--- src/rtl/rnn_pkg.sv ---
// -----------------------------------------------------------------------------
// rnn_pkg
// Shared constants and types for the RNN input feeder:
//   BYTE_W        - width of one byte lane on the input stream
//   WORD_W        - width of one packed input vector
//   LANES         - byte lanes per input vector
//   ready_state_e - states of the ready/start handshake machine
// -----------------------------------------------------------------------------
package rnn_pkg;

  localparam int BYTE_W = 8;
  localparam int WORD_W = 32;
  localparam int LANES  = WORD_W / BYTE_W;

  typedef enum logic {
    IDLE  = 1'b0,
    ARMED = 1'b1
  } ready_state_e;

endpackage : rnn_pkg

--- src/rtl/rnn_fwft_fifo.sv ---
// -----------------------------------------------------------------------------
// rnn_fwft_fifo
// First-word-fall-through FIFO of WORD_W-bit words. The head word is driven
// combinationally from storage and reads as zero while the FIFO is empty.
// A pop request on an empty FIFO is ignored: no pointer moves, and a push in
// the same cycle still lands and is kept.
//
// Ports:
//   clk      in   rising-edge clock
//   reset    in   asynchronous active-high reset (pointers and count)
//   push_i   in   write data_i at the tail; caller guarantees not full
//   data_i   in   word to push
//   pop_i    in   drop the head word if the FIFO is not empty
//   head_o   out  current head word, zero when empty
//   level_o  out  number of stored words (0..DEPTH)
// -----------------------------------------------------------------------------
module rnn_fwft_fifo
  import rnn_pkg::*;
#(
  parameter int DEPTH = 16,
  parameter int LW    = $clog2(DEPTH) + 1
) (
  input  logic              clk,
  input  logic              reset,
  input  logic              push_i,
  input  logic [WORD_W-1:0] data_i,
  input  logic              pop_i,
  output logic [WORD_W-1:0] head_o,
  output logic [LW-1:0]     level_o
);

  localparam int AW = $clog2(DEPTH);

  logic [WORD_W-1:0] mem_q [DEPTH];
  logic [AW-1:0]     wr_ptr_q, wr_ptr_d;
  logic [AW-1:0]     rd_ptr_q, rd_ptr_d;
  logic [LW-1:0]     count_q, count_d;
  logic              empty;
  logic              do_pop;

  assign empty  = (count_q == '0);
  assign do_pop = pop_i && !empty;

  // Pointers wrap naturally because DEPTH is a power of two.
  always_comb begin
    // NOTE: every variable gets a default first so no path leaves it unassigned (no latch).
    wr_ptr_d = wr_ptr_q;
    rd_ptr_d = rd_ptr_q;
    count_d  = count_q;
    if (push_i) wr_ptr_d = wr_ptr_q + AW'(1);
    if (do_pop) rd_ptr_d = rd_ptr_q + AW'(1);
    case ({push_i, do_pop})
      2'b10:   count_d = count_q + LW'(1);
      2'b01:   count_d = count_q - LW'(1);
      default: count_d = count_q;
    endcase
  end

  // NOTE: storage is deliberately not reset; head_o is masked while empty, so stale words are never visible.
  always_ff @(posedge clk) begin
    if (push_i) mem_q[wr_ptr_q] <= data_i;
  end

  // NOTE: sequential state uses non-blocking assignments so all flops update from pre-edge values.
  always_ff @(posedge clk or posedge reset) begin
    if (reset) begin
      wr_ptr_q <= '0;
      rd_ptr_q <= '0;
      count_q  <= '0;
    end else begin
      wr_ptr_q <= wr_ptr_d;
      rd_ptr_q <= rd_ptr_d;
      count_q  <= count_d;
    end
  end

  assign head_o  = empty ? '0 : mem_q[rd_ptr_q];
  assign level_o = count_q;

endmodule : rnn_fwft_fifo

--- src/rtl/rnn_input_feeder.sv ---
// -----------------------------------------------------------------------------
// rnn_input_feeder
// Upstream stage of the RNN core. Packs a byte stream little-endian into
// 32-bit vectors, buffers them in a FWFT FIFO, raises ready to start the core
// once enough words are queued, pops one word per high i_en posedge and keeps
// a sticky underflow flag for requests that find the FIFO empty.
//
// Ports:
//   clk        in   rising-edge clock
//   reset      in   asynchronous active-high reset
//   s_valid    in   byte-stream valid
//   s_data     in   byte-stream data
//   s_ready    out  byte accepted on a posedge with s_valid && s_ready
//   busy       in   core busy flag
//   i_en       in   core word request, one pop per high posedge
//   ready      out  registered start request to the core
//   idata      out  current FIFO head (zero when empty)
//   level      out  words currently buffered
//   underflow  out  sticky: core requested a word from an empty FIFO
// -----------------------------------------------------------------------------
module rnn_input_feeder
  import rnn_pkg::*;
#(
  parameter int DEPTH     = 16,
  parameter int START_LVL = 2,
  parameter int LW        = 5
) (
  input  logic              clk,
  input  logic              reset,
  input  logic              s_valid,
  input  logic [BYTE_W-1:0] s_data,
  output logic              s_ready,
  input  logic              busy,
  input  logic              i_en,
  output logic              ready,
  output logic [WORD_W-1:0] idata,
  output logic [LW-1:0]     level,
  output logic              underflow
);

  localparam logic [1:0]    LAST_LANE = 2'(LANES - 1);
  localparam logic [LW-1:0] FULL_LVL  = LW'(DEPTH);
  localparam logic [LW-1:0] ARM_LVL   = LW'(START_LVL);

  // Only lanes 0..2 need holding; lane 3 goes straight from s_data into the FIFO.
  logic [(LANES-1)*BYTE_W-1:0] pack_q, pack_d;
  logic [1:0]                  byte_cnt_q, byte_cnt_d;
  logic                        underflow_q, underflow_d;
  ready_state_e                state_q, state_d;

  logic              accept;
  logic              push;
  logic [WORD_W-1:0] push_word;
  logic [WORD_W-1:0] fifo_head;
  logic [LW-1:0]     fifo_level;
  logic              above_start;

  // Lanes 0..2 are always accepted; only the completing byte waits for space.
  assign s_ready     = (byte_cnt_q != LAST_LANE) || (fifo_level != FULL_LVL);
  assign accept      = s_valid && s_ready;
  assign push        = accept && (byte_cnt_q == LAST_LANE);
  assign push_word   = {s_data, pack_q};
  assign above_start = (fifo_level >= ARM_LVL);

  rnn_fwft_fifo #(
    .DEPTH (DEPTH),
    .LW    (LW)
  ) u_fifo (
    .clk     (clk),
    .reset   (reset),
    .push_i  (push),
    .data_i  (push_word),
    .pop_i   (i_en),
    .head_o  (fifo_head),
    .level_o (fifo_level)
  );

  // Byte packer: lane index equals byte_cnt, wrapping after the last lane.
  always_comb begin
    byte_cnt_d = byte_cnt_q;
    pack_d     = pack_q;
    if (accept) begin
      byte_cnt_d = byte_cnt_q + 2'd1;
      case (byte_cnt_q)
        2'd0:    pack_d[0*BYTE_W +: BYTE_W] = s_data;
        2'd1:    pack_d[1*BYTE_W +: BYTE_W] = s_data;
        2'd2:    pack_d[2*BYTE_W +: BYTE_W] = s_data;
        default: pack_d = pack_q;
      endcase
    end
  end

  // A request against an empty FIFO latches the error until reset.
  assign underflow_d = underflow_q || (i_en && (fifo_level == '0));

  // Ready handshake: arm only while the core is idle and enough words are
  // queued; leaving ARMED on busy means the core must go idle before re-arming.
  always_comb begin
    state_d = state_q;
    case (state_q)
      IDLE:    if (!busy && above_start) state_d = ARMED;
      ARMED:   if (busy || !above_start) state_d = IDLE;
      default: state_d = IDLE;
    endcase
  end

  always_ff @(posedge clk or posedge reset) begin
    if (reset) begin
      byte_cnt_q  <= '0;
      pack_q      <= '0;
      underflow_q <= 1'b0;
      state_q     <= IDLE;
    end else begin
      byte_cnt_q  <= byte_cnt_d;
      pack_q      <= pack_d;
      underflow_q <= underflow_d;
      state_q     <= state_d;
    end
  end

  assign ready     = (state_q == ARMED);
  assign idata     = fifo_head;
  assign level     = fifo_level;
  assign underflow = underflow_q;

endmodule : rnn_input_feeder

--- config.mk ---
export PLATFORM = sky130hd
export DESIGN_NAME = rnn_input_feeder
export DESIGN_NICKNAME = d
export VERILOG_FILES = /design/src/rtl/rnn_pkg.sv /design/src/rtl/rnn_fwft_fifo.sv /design/src/rtl/rnn_input_feeder.sv
export SDC_FILE = /design/constraint.sdc
export NUM_CORES = 1
export LEC_CHECK = 0
export CAP_MARGIN = 20
export CORE_AREA = 2 2 238 240
export DETAILED_ROUTE_END_ITERATION = 10
export DIE_AREA = 0 0 240 242
export MAX_ROUTING_LAYER = met4
export PLACE_DENSITY = 0.64
export SYNTH_ARGS = -nofsm -noshare
export SYNTH_HDL_FRONTEND = slang
export SYNTH_SLANG_ARGS = --single-unit
--- constraint.sdc ---
create_clock -name clk -period 3.82 [get_ports clk]
set_input_delay 1.146 -clock clk [delete_from_list [all_inputs] [get_ports clk]]
set_output_delay 1.146 -clock clk [all_outputs]
set_load 0.05 [all_outputs]
# After elaboration in Yosys (flattened, before gate mapping)
# Memories as Yosys holds them, arrays and structs flattened.
# Cells that the tools add are included.
# Widths: inputs -> output; s select.
# word_totals
mem_count	1
register_bits	41
latch_bits	0
output_inout_bits	40
romBits	0
ram_bits	512
word_cells	48
# mem_list
memory	depth	width	read_ports	rd_ports_with_merged_regs	wr	line_no	text
u_fifo.mem_q	16	32	1	0	1	rnn_fwft_fifo.sv:34	logic [WORD_W-1:0] mem_q [DEPTH];
# classes
eq_ne	7
div	0
reduce_logical	17
magnitude_cmp	1
shifts	0
multipliers	0
muxes	7
bitwise_logic	1
n_addsub	5
# ops
cell	count
$mux 32	1
$pmux 5 s2	1
$add 4x1->4 const B	2
$eq 2x2->1 const B	3
$reduce_and 2->1	3
$add 5x1->5 const B	1
$ge 5x2->1 const B	1
$logic_and 1x1->1	5
$logic_not 5->1	1
$ne 5x5->1 const B	1
$sub 5x1->5 const B	1
$eq 2x1->1 const B	2
$mux 1	4
$logic_not 1->1	3
$logic_or 1x1->1	3
$add 2x1->2 const B	1
$logic_not 2->1	1
$ne 2x2->1 const B	1
$pmux 1 s2	1
$reduce_bool 2->1	1
$not 1->1	1

# Depth between registers and ports, before layout
# depth
depth_word	6
depth_mapped	13

# Hierarchy
# From an unflattened synthesis, not the netlist that was laid out.
# unflattened
hier_cells	1101
hier_area_um2	21723.3
# modules_own_cells
mod	area_each_um2	seq_area_each_um2	cells_per_inst	instances
rnn_fwft_fifo	20460.9	15700.1	1024	1
rnn_input_feeder	1262.5	700.7	77	1

# Least setup slack after synthesis
# OpenSTA, ideal clock, no wires.
# synth_timing
path_type	reg2reg
from	register u_fifo.count_q[2], in the netlist u_fifo.level_o[2]
to	register u_fifo.count_q[4], in the netlist u_fifo.level_o[4]
stages_incl_launch_ff	14
path_slack_ns	0.355
arrival_ns	3.384
path_cell_list	dfrtp_1 -> clkbuf_1 -> or3_1 -> o311a_1 -> clkbuf_1 -> inv_1 -> ha_1 -> clkbuf_1 -> xor2_1 -> ha_1 -> a21oi_1 -> or3b_2 -> a41oi_1 -> xnor2_1
# synth_between
elab_chain_len	6
elab_cells_between_ends	13
# synth_rtl
item	line_no	text
start, declared	rnn_fwft_fifo.sv:37	logic [LW-1:0] count_q, count_d;
start signal, assigned	rnn_fwft_fifo.sv:73	count_q <= count_d;
$ne 5x5->1	rnn_input_feeder.sv:59	assign s_ready = (byte_cnt_q != LAST_LANE) || (fifo_level != FULL_LVL);
$logic_or 1x1->1	rnn_input_feeder.sv:59	
$logic_and 1x1->1	rnn_input_feeder.sv:60	assign accept = s_valid && s_ready;
$logic_and 1x1->1	rnn_input_feeder.sv:61	assign push = accept && (byte_cnt_q == LAST_LANE);
$eq 2x1->1 / $eq 2x2->1 (equally long branches)	rnn_fwft_fifo.sv:52	case ({push_i, do_pop})
$pmux 5 s2 / $reduce_bool 2->1 (equally long branches)	n/a	
# Several ways; a longest one is shown, not always the timed one.
# A chain may end at the register's enable or synchronous reset.

# Final worst setup path
# layout_timing
from	register u_fifo.rd_ptr_q[0]
to	output port idata[18]
# layout_between
elab_chain_len	2
# layout_rtl
item	line_no	text
start, declared	rnn_fwft_fifo.sv:36	logic [AW-1:0] rd_ptr_q, rd_ptr_d;
start signal, assigned	rnn_fwft_fifo.sv:72	rd_ptr_q <= rd_ptr_d;
$mem_v2 16x32	n/a	
$mux 32	rnn_fwft_fifo.sv:77	assign head_o = empty ? '0 : mem_q[rd_ptr_q];
end, declared	rnn_input_feeder.sv:36	output logic [WORD_W-1:0] idata,
# Every way passes these cells.

==> results.toml <==
[status]
status = "complete, but fails checks"
violations = "setup timing"

[pwr]
leakage_nw = 8.68
clkPwrFrac = 0.248
sw_frac_of_total = 0.330
p_comb_frac = 0.371
peakVddDrop_mv = 0.912
seq_power_share = 0.382
power.switching_w = 0.00735
internal_power_w = 0.0149
power_density_nw_per_um2 = 852

[drt]
drc = 0
antenna_left = 0
dr.first_iter.drc_count = 880
wl_mm = 46.8
drt_pass1_iterations = 5
detail_route.wl_per_cell_um = 24.2
routed_via_density = 5.24
vias = 10125

[sta]
fin_skew_ps = 20.7
tns_ps = -336
fin_crit_ps = 3910
fin_crit_sh = 1.02
rsz0062_at_grt = "true"
finalMaxSlewViolations = 0
hold_violations = 0
worst_pin_slew_ps = 955
layout_setup_ws_ps = -86.4
setup_viol = 8
slew_headroom = 0.361
fmax_ghz = 0.256

[clocking]
h-tree-depth = 2
clk_latency_ps = 600
cts_tree = "yes"
clk_pin_slew_worst_paths_ps = 60
cts-root-buf = "clkbuf_16"
clock-sinks = 553
clk_path_buf_depth = 3
cts_made_buffers = 55

[yosys]
synth_edf_count = 512
synth-simple-area-share = 0.0249
synth_xor_area_frac = 0.00532
ys.flop_type = "edfxtp_1"
yosysWarningCount = 0
synthMuxAreaShare = 0.165
yosysSeqAreaShare = 0.767
synthAdderAreaFrac = 0.00702
netlist-cell-type-count = 40
avgSynthCellArea_um2 = 21.8
syn_inst = 980
synth-compound-area-share = 0.0162
synth_top_family_by_area = "multiplexers"
syn-num-nets = 1005
ys_ff_latch = 553
async_flop_share = 0.0741
syn_area_um2 = 21400

[place]
gp_congestion = 0.734
dpl.cell_count = 1797
dpl_cell_area_um2 = 23400
dp_slack_ps = 339
io_buffers = 52
hpwl_mm = 25.8

[finish]
most-common-layout-cells = "edfxtp_1 (512), mux4_2 (128), clkbuf_16 (56), nand2_1 (54), buf_4 (54)"
finalNonFillerCells = 1932
drive_gt1_frac = 0.378
syn_to_final_growth_pct = 22.0
nets = 1154
antenna_cells = 0
stdcell_area_um2 = 26100
final_util = 0.468
final_common_cell = "edfxtp_1"

[global_routing]
grt_overflow = 0
antenna_found_initial = 0
grt_pass1_vias = 10836
grt_use_total = 0.170
grt_pass1_wl_mm = 70.2
grt_max_degree = 37

[setup_path]
critPathArrivalTime_ps = 2760
cp_cell_sequence = "buf_12, buf_12, buf_16, mux4_2, mux2_4, a22oi_2, nand2_2, buf_8"
crit_family = "multiplexers"
r2r-start = "u_fifo.level_o[1]"
cp-end-kind = "primary output"
crit_top_cell = "buf_12"
crit_type = "register to primary output"
worstReg2RegEnd = "u_fifo.level_o[4]"
reg2reg_slack_ps = 790
cp-start-kind = "register"
cp_num_buf_inv = 4
path_max_fanout = 8
max_stage_delay_ps = 530
reg2reg_depth = 12
required_ps = 2670
critical-path-slowest-cell = "dfrtp_4"

[die]
fp.dieH_um = 242
row_count = 87
io_pins = 53
start_util = 0.384
die_w_um = 240
core_um2 = 55700
design.die.area_um2 = 58100

[worst_hold_path]
hold_start = "underflow"
whs_endpoint = "underflow"
hold_path_class = "register to register"
holdPathStages = 1

[run]
max-cap-violations = 0
metal layers:
metal / wire length [um] / GRT usage / up-vias / share of wire
met2: 23500 / 0.275 / 280 / 0.50
met3: 2580 / 0.0291 / 67 / 0.055
met1: 19800 / 0.222 / 5430 / 0.42
met4: 989 / 0.0491 / 0 / 0.021
met5: 0 / - / - / 0
li1: - / - / 4348 / -
power groups by stage:
stage	registers, W	clock network (W)	logic, W
after floorplan	0.00831	0	0.00473
after global placement	0.00857	0	0.00694
after detailed placement	0.00865	0	0.00699
after CTS	0.00850	0.00562	0.00839
after global routing	0.00860	0.00583	0.00874
final	0.00849	0.00551	0.00824
through the flow:
| step | power [W] | hold slack (ps) |
|---|---|---|
| detailed placement | 0.0156 | 464 |
| finish | 0.0222 | 475 |
| global route | 0.0232 | 515 |
| global placement | 0.0155 | 461 |
| CTS | 0.0225 | 482 |
| floorplan | 0.0130 | 488 |
how the worst max path moves through the flow:
stage	depth (start not counted)	startpoint	endpoint
6_report	8	u_fifo.rd_ptr_q[0]	idata[18]
5_1_grt	8	u_fifo.rd_ptr_q[0]	idata[20]
4_1_cts	8	u_fifo.rd_ptr_q[0]	idata[20]
3_5_place_dp	10	s_valid	u_fifo.level_o[4]
3_3_place_gp	10	s_valid	u_fifo.level_o[4]
2_1_floorplan	13	u_fifo.level_o[2]	u_fifo.level_o[4]
registers in the layout (all words and copies together), names as in the netlist:
name	flops
u_fifo.rd_ptr_q	4
u_fifo.mem_q	512
u_fifo.level_o	5
underflow	1
byte_cnt_q	2
pack_q	24
ready	1
u_fifo.wr_ptr_q	4
synth_stat cells, drive strengths merged (2+ instances only):
master,number,area share
nor2,4,0.00070
mux2,58,0.031
inv,9,0.0016
xor2,4,0.0016
o21ai,3,0.00070
and2,2,0.00058
nand4,2,0.00058
or3b,2,0.00082
xnor2,9,0.0037
a21oi,7,0.0016
a22oi,32,0.011
clkbuf,27,0.0047
buf,21,0.0080
nand3,3,0.00070
nand2b,2,0.00058
edfxtp,512,0.72
nand2,74,0.013
mux4,128,0.13
and3,16,0.0047
ha,12,0.0070
nor2b,3,0.00088
dfrtp,41,0.048
repair_timing:
action                                  4_1_cts  5_1_grt
gates cloned                                  9        0
hold buffers                                  0        0
buffers inserted                             22        5
pin swaps                                    50       20
gates resized for setup                     104       12
endpoints found under the setup margin       31       32
area by class of cell:
type,count,area (um^2)
Inverter,9,33.8
Multi-Input combinational cell,370,5020
Timing Repair Buffer,140,1820
Clock inverter,27,318
Fill cell,4641,29600
Sequential cell,553,16400
Tap cell,756,946
Clock buffer,77,1560
cell families (layout without fill, tap and decap cells):
kind of cell | count (synthesis) | after routing
adders and majority gates | 12 | 12
muxes | 186 | 186
DFF | 553 | 553
and+or+nand+nor | 112 | 112
buffers and inverters | 57 | 253
xor gates and xnor gates | 13 | 13
AOI/OAI and AO/OA | 47 | 47
(Power assumes the default switching activity.)
